### src/rtl/mem_access_unit_pkg.sv
// Shared types, opType encodings and small decode helpers for the memory stage.
package mem_access_unit_pkg;

    localparam int cXLEN     = 32;
    localparam int cRegAddrW = 5;

    // Memory part of the execute-stage result.
    typedef struct packed {
        logic             rd;      // load requested
        logic             wr;      // store requested
        logic [2:0]       opType;  // funct3 size/sign encoding
        logic [cXLEN-1:0] addr;    // byte address
        logic [cXLEN-1:0] data;    // store data (low lanes)
    } tMemOp;

    // Register-file writeback bundle.
    typedef struct packed {
        logic                 dv;
        logic [cRegAddrW-1:0] addr;
        logic [cXLEN-1:0]     data;
    } tRegOp;

    // Branch part of the execute-stage result; not used by this stage.
    typedef struct packed {
        logic             taken;
        logic [cXLEN-1:0] target;
    } tBrchOp;

    typedef struct packed {
        tMemOp  memOp;
        tRegOp  regOp;
        tBrchOp brchOp;
    } tAluOut;

    typedef enum logic [1:0] {
        eIdle = 2'b00,
        eReq  = 2'b01,
        eResp = 2'b10
    } tMemState;

    typedef enum logic [1:0] {
        eErrNone     = 2'b00,
        eErrMisalign = 2'b01,
        eErrTimeout  = 2'b10,
        eErrIllegal  = 2'b11
    } tMemErr;

    // funct3 encodings; store codes share the low three load codes.
    localparam logic [2:0] eLb  = 3'b000;
    localparam logic [2:0] eLh  = 3'b001;
    localparam logic [2:0] eLw  = 3'b010;
    localparam logic [2:0] eLbu = 3'b100;
    localparam logic [2:0] eLhu = 3'b101;
    localparam logic [2:0] eSb  = 3'b000;
    localparam logic [2:0] eSh  = 3'b001;
    localparam logic [2:0] eSw  = 3'b010;

    // Unsigned variants exist only for loads.
    function automatic logic op_legal(input logic [2:0] op_type, input logic is_store);
        logic legal;
        case (op_type)
            eLb, eLh, eLw: legal = 1'b1;
            eLbu, eLhu:    legal = !is_store;
            default:       legal = 1'b0;
        endcase
        return legal;
    endfunction

    // Halves need an even address, words a multiple of four.
    function automatic logic misaligned(input logic [2:0] op_type, input logic [1:0] offset);
        logic mis;
        case (op_type[1:0])
            2'b01:   mis = offset[0];
            2'b10:   mis = (offset != 2'b00);
            default: mis = 1'b0;
        endcase
        return mis;
    endfunction

    function automatic logic [3:0] byte_enables(input logic [2:0] op_type, input logic [1:0] offset);
        logic [3:0] be;
        case (op_type[1:0])
            2'b00:   be = 4'b0001 << offset;
            2'b01:   be = 4'b0011 << offset;
            default: be = 4'b1111;
        endcase
        return be;
    endfunction

    // Replicate narrow store data across all lanes so the byte enables pick the target lane.
    function automatic logic [cXLEN-1:0] store_lanes(input logic [2:0] op_type,
                                                     input logic [cXLEN-1:0] data);
        logic [cXLEN-1:0] lanes;
        case (op_type[1:0])
            2'b00:   lanes = {4{data[7:0]}};
            2'b01:   lanes = {2{data[15:0]}};
            default: lanes = data;
        endcase
        return lanes;
    endfunction

endpackage

### src/rtl/mem_access_unit_load_extract.sv
// Picks the addressed byte/half lane out of a load word and sign- or zero-extends it.
module load_extract
    import mem_access_unit_pkg::*;
(
    input  logic [cXLEN-1:0] rdata,
    input  logic [1:0]       addr,
    input  logic [2:0]       op_type,
    output logic [cXLEN-1:0] data
);

    logic [7:0]  byte_lane;
    logic [15:0] half_lane;

    // Lane select, then extension according to the load encoding.
    always_comb begin
        // NOTE: every combinational output gets a default first so no path can infer a latch.
        byte_lane = rdata[7:0];
        half_lane = addr[1] ? rdata[31:16] : rdata[15:0];
        data      = rdata;
        case (addr)
            2'd1:    byte_lane = rdata[15:8];
            2'd2:    byte_lane = rdata[23:16];
            2'd3:    byte_lane = rdata[31:24];
            default: byte_lane = rdata[7:0];
        endcase
        case (op_type)
            eLb:     data = {{(cXLEN-8){byte_lane[7]}}, byte_lane};
            eLbu:    data = {{(cXLEN-8){1'b0}}, byte_lane};
            eLh:     data = {{(cXLEN-16){half_lane[15]}}, half_lane};
            eLhu:    data = {{(cXLEN-16){1'b0}}, half_lane};
            default: data = rdata;
        endcase
    end

endmodule

### src/rtl/mem_access_unit.sv
// Memory stage: runs loads/stores over a req/gnt/rvalid bus, stalls upstream while busy,
// and forwards non-memory results to writeback one cycle later.
module mem_access_unit
    import mem_access_unit_pkg::*;
#(
    parameter int pTimeoutW = 8
)
(
    input  logic             clk,
    input  logic             rst,
    input  tAluOut           iAluOut,
    input  logic             iAluDv,
    output logic             oStall,
    output logic             oDmemReq,
    output logic             oDmemWe,
    output logic [cXLEN-1:0] oDmemAddr,
    output logic [cXLEN-1:0] oDmemWdata,
    output logic [3:0]       oDmemBe,
    input  logic             iDmemGnt,
    input  logic             iDmemRvalid,
    input  logic [cXLEN-1:0] iDmemRdata,
    output tRegOp            oRegOp,
    output logic             oMemErr,
    output logic [1:0]       oErrCode
);

    localparam logic [pTimeoutW-1:0] cTimeoutMax = '1;

    tMemState             state, state_nxt;
    logic [pTimeoutW-1:0] tmo_cnt, tmo_cnt_nxt;

    tMemOp                mem_op;
    logic                 accept, is_mem, illegal, misalign, timed_out;
    logic                 start_access, load_done, abort;

    logic                 bus_we;
    logic [cXLEN-1:0]     bus_addr, bus_wdata;
    logic [3:0]           bus_be;
    logic [1:0]           lat_offset;
    logic [2:0]           lat_op;
    logic [cRegAddrW-1:0] lat_rd;
    logic [cXLEN-1:0]     load_data;

    tRegOp                reg_op;
    logic                 mem_err;
    tMemErr               err_code;

    logic                 unused_brch;

    assign unused_brch = ^iAluOut.brchOp;
    assign mem_op      = iAluOut.memOp;

    assign accept    = (state == eIdle) && iAluDv;
    assign is_mem    = mem_op.rd | mem_op.wr;
    assign illegal   = (mem_op.rd & mem_op.wr) | (is_mem & !op_legal(mem_op.opType, mem_op.wr));
    assign misalign  = misaligned(mem_op.opType, mem_op.addr[1:0]);
    assign timed_out = (tmo_cnt == cTimeoutMax);

    // State and timeout counter registers.
    always_ff @(posedge clk) begin
        // NOTE: sequential state uses non-blocking assignments so every register samples pre-edge values.
        if (rst) begin
            state   <= eIdle;
            tmo_cnt <= '0;
        end else begin
            state   <= state_nxt;
            tmo_cnt <= tmo_cnt_nxt;
        end
    end

    // Next state, counter update and bus handshake; a grant or rvalid wins over a same-cycle timeout.
    always_comb begin
        state_nxt    = state;
        tmo_cnt_nxt  = tmo_cnt;
        start_access = 1'b0;
        load_done    = 1'b0;
        abort        = 1'b0;
        oStall       = (state != eIdle);
        oDmemReq     = (state == eReq);
        case (state)
            eIdle: begin
                if (accept && is_mem && !illegal && !misalign) begin
                    start_access = 1'b1;
                    state_nxt    = eReq;
                    tmo_cnt_nxt  = '0;
                end
            end
            eReq: begin
                if (iDmemGnt) begin
                    if (bus_we) state_nxt = eIdle;
                    else        state_nxt = eResp;
                end else if (timed_out) begin
                    abort     = 1'b1;
                    state_nxt = eIdle;
                end
                if (!timed_out) tmo_cnt_nxt = tmo_cnt + 1'b1;
            end
            eResp: begin
                if (iDmemRvalid) begin
                    load_done = 1'b1;
                    state_nxt = eIdle;
                end else if (timed_out) begin
                    abort     = 1'b1;
                    state_nxt = eIdle;
                end
                if (!timed_out) tmo_cnt_nxt = tmo_cnt + 1'b1;
            end
            default: state_nxt = eIdle;
        endcase
    end

    load_extract u_load_extract (
        .rdata   (iDmemRdata),
        .addr    (lat_offset),
        .op_type (lat_op),
        .data    (load_data)
    );

    // Latched bus request, writeback register and single-cycle error pulse.
    always_ff @(posedge clk) begin
        if (rst) begin
            bus_we     <= 1'b0;
            bus_addr   <= '0;
            bus_wdata  <= '0;
            bus_be     <= '0;
            lat_offset <= '0;
            lat_op     <= '0;
            lat_rd     <= '0;
            reg_op     <= '0;
            mem_err    <= 1'b0;
            err_code   <= eErrNone;
        end else begin
            reg_op.dv <= 1'b0;
            mem_err   <= 1'b0;
            err_code  <= eErrNone;
            if (accept) begin
                if (!is_mem) begin
                    reg_op.dv   <= iAluOut.regOp.dv && (iAluOut.regOp.addr != '0);
                    reg_op.addr <= iAluOut.regOp.addr;
                    reg_op.data <= iAluOut.regOp.data;
                end else if (illegal) begin
                    mem_err  <= 1'b1;
                    err_code <= eErrIllegal;
                end else if (misalign) begin
                    mem_err  <= 1'b1;
                    err_code <= eErrMisalign;
                end else if (start_access) begin
                    bus_we     <= mem_op.wr;
                    bus_addr   <= {mem_op.addr[cXLEN-1:2], 2'b00};
                    bus_wdata  <= store_lanes(mem_op.opType, mem_op.data);
                    bus_be     <= byte_enables(mem_op.opType, mem_op.addr[1:0]);
                    lat_offset <= mem_op.addr[1:0];
                    lat_op     <= mem_op.opType;
                    lat_rd     <= iAluOut.regOp.addr;
                end
            end
            if (load_done) begin
                reg_op.dv   <= (lat_rd != '0);
                reg_op.addr <= lat_rd;
                reg_op.data <= load_data;
            end
            if (abort) begin
                mem_err  <= 1'b1;
                err_code <= eErrTimeout;
            end
        end
    end

    assign oDmemWe    = bus_we;
    assign oDmemAddr  = bus_addr;
    assign oDmemWdata = bus_wdata;
    assign oDmemBe    = bus_be;
    assign oRegOp     = reg_op;
    assign oMemErr    = mem_err;
    assign oErrCode   = err_code;

endmodule

### config.mk
export PLATFORM = sky130hd
export DESIGN_NAME = mem_access_unit
export DESIGN_NICKNAME = d
export VERILOG_FILES = /design/src/rtl/mem_access_unit_pkg.sv /design/src/rtl/mem_access_unit_load_extract.sv /design/src/rtl/mem_access_unit.sv
export SDC_FILE = /design/constraint.sdc
export NUM_CORES = 1
export LEC_CHECK = 0
export ABC_AREA = 1
export BUFFER_PORTS_ARGS = -buffer_cell sky130_fd_sc_hd__buf_4
export CORE_MARGIN = 5
export CORE_UTILIZATION = 47
export DETAILED_ROUTE_END_ITERATION = 8
export GPL_TIMING_DRIVEN = 0
export PLACE_DENSITY_LB_ADDON = 0.2
export SYNTH_ARGS = -nofsm -noshare
export SYNTH_HDL_FRONTEND = slang
export SYNTH_SLANG_ARGS = --single-unit
### constraint.sdc
create_clock -name clk -period 2.7 [get_ports clk]
set_clock_uncertainty 0.2 [all_clocks]
set_input_delay 0.135 -clock clk [delete_from_list [all_inputs] [get_ports clk]]
set_output_delay 0.135 -clock clk [all_outputs]
set_load 0.02 [all_outputs]
==> results of run 1 <==
==> timing repair <==
| item | CTS | global route |
|---|---|---|
| hold endpoints to repair | 119 | 1 |
| hold buffers | 141 | 1 |
| buffers inserted | 0 | 0 |
| setup endpoints to repair | 0 | 77 |
| gates resized for setup | 0 | 3 |
==> registers in the layout, summed over array words and instances (netlist names), 2 cells and up <==
register,flops
oRegOp,38
state,2
oDmemBe,4
oErrCode,2
oDmemAddr,30
lat_op,3
tmo_cnt,8
lat_rd,5
lat_offset,2
oDmemWdata,32
==> placed cells by master (no fill, tap or decap), types with 2 or more instances in the layout <==
| master | n |
|---|---|
| clkbuf_16 | 17 |
| nand2_2 | 2 |
| o21ai_0 | 49 |
| dfxtp_1 | 128 |
| xor2_1 | 2 |
| inv_1 | 68 |
| o211ai_1 | 13 |
| inv_2 | 6 |
| clkinvlp_4 | 2 |
| nor3_1 | 5 |
| clkbuf_1 | 36 |
| nand4_1 | 3 |
| ha_1 | 8 |
| nand2_1 | 279 |
| a21boi_0 | 8 |
| buf_2 | 19 |
| nor2_1 | 46 |
| buf_6 | 2 |
| nand3_1 | 79 |
| o21a_1 | 7 |
| buf_1 | 4 |
| dlygate4sd3_1 | 142 |
| conb_1 | 2 |
| o22ai_1 | 9 |
| clkinv_2 | 3 |
| a21oi_1 | 133 |
| clkbuf_8 | 2 |
| buf_4 | 255 |
| a31oi_1 | 8 |
==> kinds of logic after synthesis <==
group	share of synthesized area (%)
fa+ha+maj	1.62
buf+inv	8.88
xor+xnor	0.283
other cells	0.0607
compound gates	20.2
simple gates	27.5
flops	41.4
==> critical path: stages (launching register included) <==
cell     delay [ns]
dfxtp_1        0.38
inv_1          0.08
ha_1           0.21
nand2_1        0.33
inv_2          0.21
nor2_4         0.33
buf_2          0.32
nand2_1        0.09
nand2_1        0.08
a21oi_1        0.06
nor2_1         0.11
==> metrics by stage <==
| stage | utilization (%) | std cells | setup slack, ns | hold WS (ns) |
|---|---|---|---|---|
| 2_1_floorplan | - | 921 | 0.495 | 0.0777 |
| 4_1_cts | 78.3 | 1521 | 0.108 | 0.00626 |
| 5_1_grt | 78.4 | 1522 | 0.0680 | 0.00835 |
| 6_report | 78.4 | 1522 | 0.208 | -0.0346 |
| 3_5_place_dp | 63.5 | 1350 | -0.293 | 0.198 |
| 3_3_place_gp | 63.5 | 1350 | -0.242 | 0.186 |
==> cell type report <==
| type | count | area, um2 | area share [%] |
|---|---|---|---|
| repair buffers | 395 | 3320 | 32.4 |
| multi-input cells | 659 | 3080 | 30.0 |
| flip-flops and latches | 128 | 2560 | 25.0 |
| clock buffers | 24 | 472 | 4.60 |
| inverters | 74 | 278 | 2.71 |
| plain buffers | 59 | 269 | 2.62 |
| well taps | 176 | 220 | 2.15 |
| clock inverters | 6 | 60.1 | 0.585 |
| diodes | 1 | 2.50 | 0.0244 |
==> power by group <==
group | switching (mW) | leakage [nW] | internal [mW]
clock network | 0.833 | 0.256 | 1.30
logic | 1.19 | 3.46 | 0.818
registers | 0.117 | 1.04 | 2.09
==> path summary, 6_finish.rpt <==
kind | from | to | slack (ns) | cells after the start
setup reg to reg | state[0] | oRegOp[13] | 0.21 | 10
setup / recovery | state[0] | oRegOp[13] | 0.21 | 10
hold / removal | iAluOut[136] | oDmemWdata[17] | -0.03 | 5
hold reg to reg | oDmemAddr[25] | oDmemAddr[25] | 0.26 | 2
==> per-layer routing <==
metal | up-vias | track usage, % | part of all wire [%]
met5 | - | 0 | 0
met1 | 3682 | 37.0 | 38
li1 | 3855 | - | -
met4 | 0 | 18.2 | 5.4
met3 | 134 | 9.99 | 10
met2 | 513 | 55.0 | 47
==> impl_results.md, run 1 <==
* Status: finished with violations
* Failing checks: hold timing
* Die width at 125 um
* Starting Density at 47.2%
* Cell variety after synth at 30
* CP Launch Type: flop
* Root buffer cell: clkbuf_16
* Sink Count at 128
* Leak at 4.76 nW
* Crit. End Element: flop
* # setup viols final at 0
* Detailed Place HPWL at 16.6 mm
* Setup CP Type: reg2reg
* Global Route Usage Sum at 32.8%
* Initial antenna violation count at 1
* VDD IR-drop max at 0.490 mV
* Pin count of the biggest net entering global routing at 17
* Least-Margin Pin Slew at 0.684 ns
* Tot Pwr at 6.34 mW
* Layout area overhead at 66.0%
* Avg Cell Area, Syn at 6.72 um2
* Max Cap Viol at 0
* WHS at -0.0346 ns
* Synth Cell Area at 0.00618 mm2
* FP Rows at 42
* Crit-path max FO at 10
* Largest cells by area after synthesis: dfxtp_1 41%, nand2_1 17%, a21oi_1 11%, nand3_1 6.4%, inv_1 4.1%
* Synth top area share at 41.4%
* Most common cell in the synthesized netlist: nand2_1
* Final antenna-violating net count at 0
* Worst-path clk slew at 0.06 ns
* DR iter-0 viols at 755
* Seq/Total Area, Yosys at 41.4%
* Fin. Hold Viols at 4
* First-pass GRT wire length at 41.5 mm
* Critical Path RT at 2.86 ns
* Slew Limit Fails at 0
* Syn. warnings at 0
* Number of buffers created by CTS at 17
* Final worst-path cycle share at 92.3%
* Remaining DRCs at 0
* First-pass iteration count of the detailed router at 7
* RSZ-0062 raised after global routing: no
* Post-synth EDFFs at 0
* IO Port Bufs at 253
* Ys async rst share at 0%
* F_max at 401 MHz
* Full die area at 0.0155 mm2
* Final Cell Area at 0.0103 mm2
* Max-slew headroom at 54.4%
* Syn Inst Count at 920
* TritonCTS clock tree: built
* H-tree depth at 4
* Cell Pwr Density at 617 mW/mm2
* Crit path time final at 2.49 ns
* Wire per inst at 17.4 um
* Vias in the first global route at 8219
* Clock Latency Late Sink at 0.42 ns
* Core area at 0.0131 mm2
* Area after DPL at 0.00831 mm2
* Remaining Overflow, GRT at 0
* Top cells by count, synth: 279 x nand2_1, 133 x a21oi_1, 128 x dfxtp_1
* Setup_tns at 0 ns
* RePlAce Congestion at 0.927
* Worst min path class: in2reg
* # fillers at 885
* Vias/cell at 5.38
* Yosys top cell by area: dfxtp_1
* WL final at 26.5 mm
* Synthesized flop and latch total at 128
* Clock Path Buffers at 2
* Die Ht at 125 um
* Main flop type after synthesis: dfxtp_1
* Layout cell share with drive strength beyond 1 at 23.2%
* Fin nets at 1519
* # IOs at 289
* Arr. time, crit path at 2.65 ns
* Routed via count at 8184
(Power assumes the default switching activity.)
==> run 2, diff against run 1 <==
CORE_UTILIZATION = 40   (was 47)
==> impl_results.md, run 2 (same netlist as run 1, synthesis figures left out) <==
* Setup_tns at 0 ns
* # fillers at 1275
* Vias/cell at 5.11
* Status: finished with violations
* Final worst-path cycle share at 91.1%
* DR iter-0 viols at 602
* Leak at 4.77 nW
* Fin. Hold Viols at 3
* Placement Setup Slack at -0.269 ns
* First-pass GRT wire length at 39.0 mm
* Max-slew headroom at 51.6%
* Most frequent CP cell: nand2_1
* Clock Path Buffers at 2
* Switching share of power at 32.9%
* Area after DPL at 0.00832 mm2
* # setup viols final at 0
* Worst-path clk slew at 0.06 ns
* Vias in the first global route at 7851
* CP Cell Sequence: inv_1 > ha_1 > nand2_1 > inv_2 > nor2_4 > buf_2 > nand2_1 > nand2_1 > a21oi_1 > nor2_1
* Most frequent cells in the layout: 279 x nand2_1, 255 x buf_4, 142 x dlygate4sd3_1
* Routed via count at 7846
* Multi-input logic area at 0.00308 mm2
* Max reg flops at 38
* Wire per inst at 16.0 um
* Detailed Place HPWL at 17.2 mm
* Crit-path max FO at 10
* Die width at 134 um
* RSZ-0062 raised after global routing: no
* Crit. End Element: flop
* Seq pwr share at 34.6%
* Starting Density at 40.7%
* Slew Limit Fails at 0
* Crit path max-delay family: simple AND/OR/NAND/NOR gates
* Least-Margin Pin Slew at 0.727 ns
* Sink Count at 128
* Core area at 0.0152 mm2
* Crit path time final at 2.46 ns
* VDD IR-drop max at 0.424 mV
* Pin count of the biggest net entering global routing at 17
* Inserted Diodes at 0
* Full die area at 0.0180 mm2
* Fin worst setup slack at 0.241 ns
* Register Area at 0.00256 mm2
* IO Port Bufs at 253
* Worst min path class: in2reg
* Fin nets at 1520
* Clock network power share at 34.5%
* H-tree depth at 4
* Layout area overhead at 66.6%
* Die Ht at 134 um
* Clock Latency Late Sink at 0.42 ns
* Root buffer cell: clkbuf_16
* Layout cell share with drive strength beyond 1 at 23.3%
* Critical Path RT at 2.85 ns
* Initial antenna violation count at 0
* Remaining Overflow, GRT at 0
* Tot Pwr at 6.35 mW
* F_max at 407 MHz
* Max incr delay on CP at 0.37 ns
* Setup CP Type: reg2reg
* Cell Pwr Density at 617 mW/mm2
* Worst path bufs/invs at 3
* Remaining DRCs at 0
* Power Internal at 4.27 mW
* Most common cell after layout, fill and taps aside: nand2_1
* WHS at -0.0290 ns
* WL final at 24.6 mm
* Post-route insts no fill at 1534
* Final antenna-violating net count at 0
* Arr. time, crit path at 2.61 ns
* CP Launch Type: flop
* CP max-delay cell: dfxtp_1
* Max Cap Viol at 0
* Final Cell Area at 0.0103 mm2
* Global Route Usage Sum at 26.7%
* TritonCTS clock tree: built
* Comb pwr share at 30.9%
* First-pass iteration count of the detailed router at 5
* # IOs at 289
* Number of buffers created by CTS at 17
* FP Rows at 45
* Failing checks: hold timing
* RePlAce Congestion at 0.913
* Placed insts at 1362
* Sw Pwr at 2.09 mW
## run 2: power by group through the flow
stage	combinational, mW	sequential, mW	clock, mW
floorplan	0.843	2.41	0
global placement	1.75	2.23	0
detailed placement	1.76	2.23	0
CTS	1.94	2.19	2.21
global route	2.15	2.22	2.30
finish	1.96	2.20	2.19
## run 2: metrics by stage
stage          util, %  hold WS [ns]
3_3_place_gp      54.7         0.186
6_report          67.7       -0.0290
4_1_cts           67.7        0.0184
5_1_grt           67.7        0.0249
3_5_place_dp      54.7         0.193
2_1_floorplan        -        0.0777
## run 2: layout make-up
class | instances | share of cell area, %
repair buffers | 395 | 32.2
clock inverters | 7 | 0.851
flip-flops and latches | 128 | 24.9
multi-input cells | 659 | 29.9
clock buffers | 23 | 4.45
inverters | 74 | 2.70
well taps | 188 | 2.28
plain buffers | 60 | 2.66
## run 2: worst register-to-register path, stage by stage (launching register included)
cell and delay (ns):
dfxtp_1 0.37, inv_1 0.08, ha_1 0.21, nand2_1 0.33
inv_2 0.21, nor2_4 0.33, buf_2 0.31, nand2_1 0.10
nand2_1 0.08, a21oi_1 0.05, nor2_1 0.12
## run 2: path summary, 6_finish.rpt
check                     start             to  slack, ns  depth (start not counted)
setup / recovery       state[0]      oRegOp[9]       0.24                         10
hold / removal      iDmemRvalid    oErrCode[0]      -0.03                          5
setup reg to reg       state[0]      oRegOp[9]       0.24                         10
hold reg to reg   oDmemWdata[7]  oDmemWdata[7]       0.26                          2
## run 2: per-layer routing
metal	up-vias	part of all wire [%]	routed length (um)	GRT usage, %
li1	3849	-	-	-
met1	3549	41	10000	32.2
met2	378	47	11600	44.7
met3	70	9.3	2280	7.80
met4	0	2.9	721	10.9
met5	-	0	0	0
## run 2: what timing repair did
item,4_1_cts,5_1_grt
hold buffers,143,0
hold endpoints to repair,119,0
gates resized for setup,0,6
buffers inserted,0,0
setup endpoints to repair,0,80
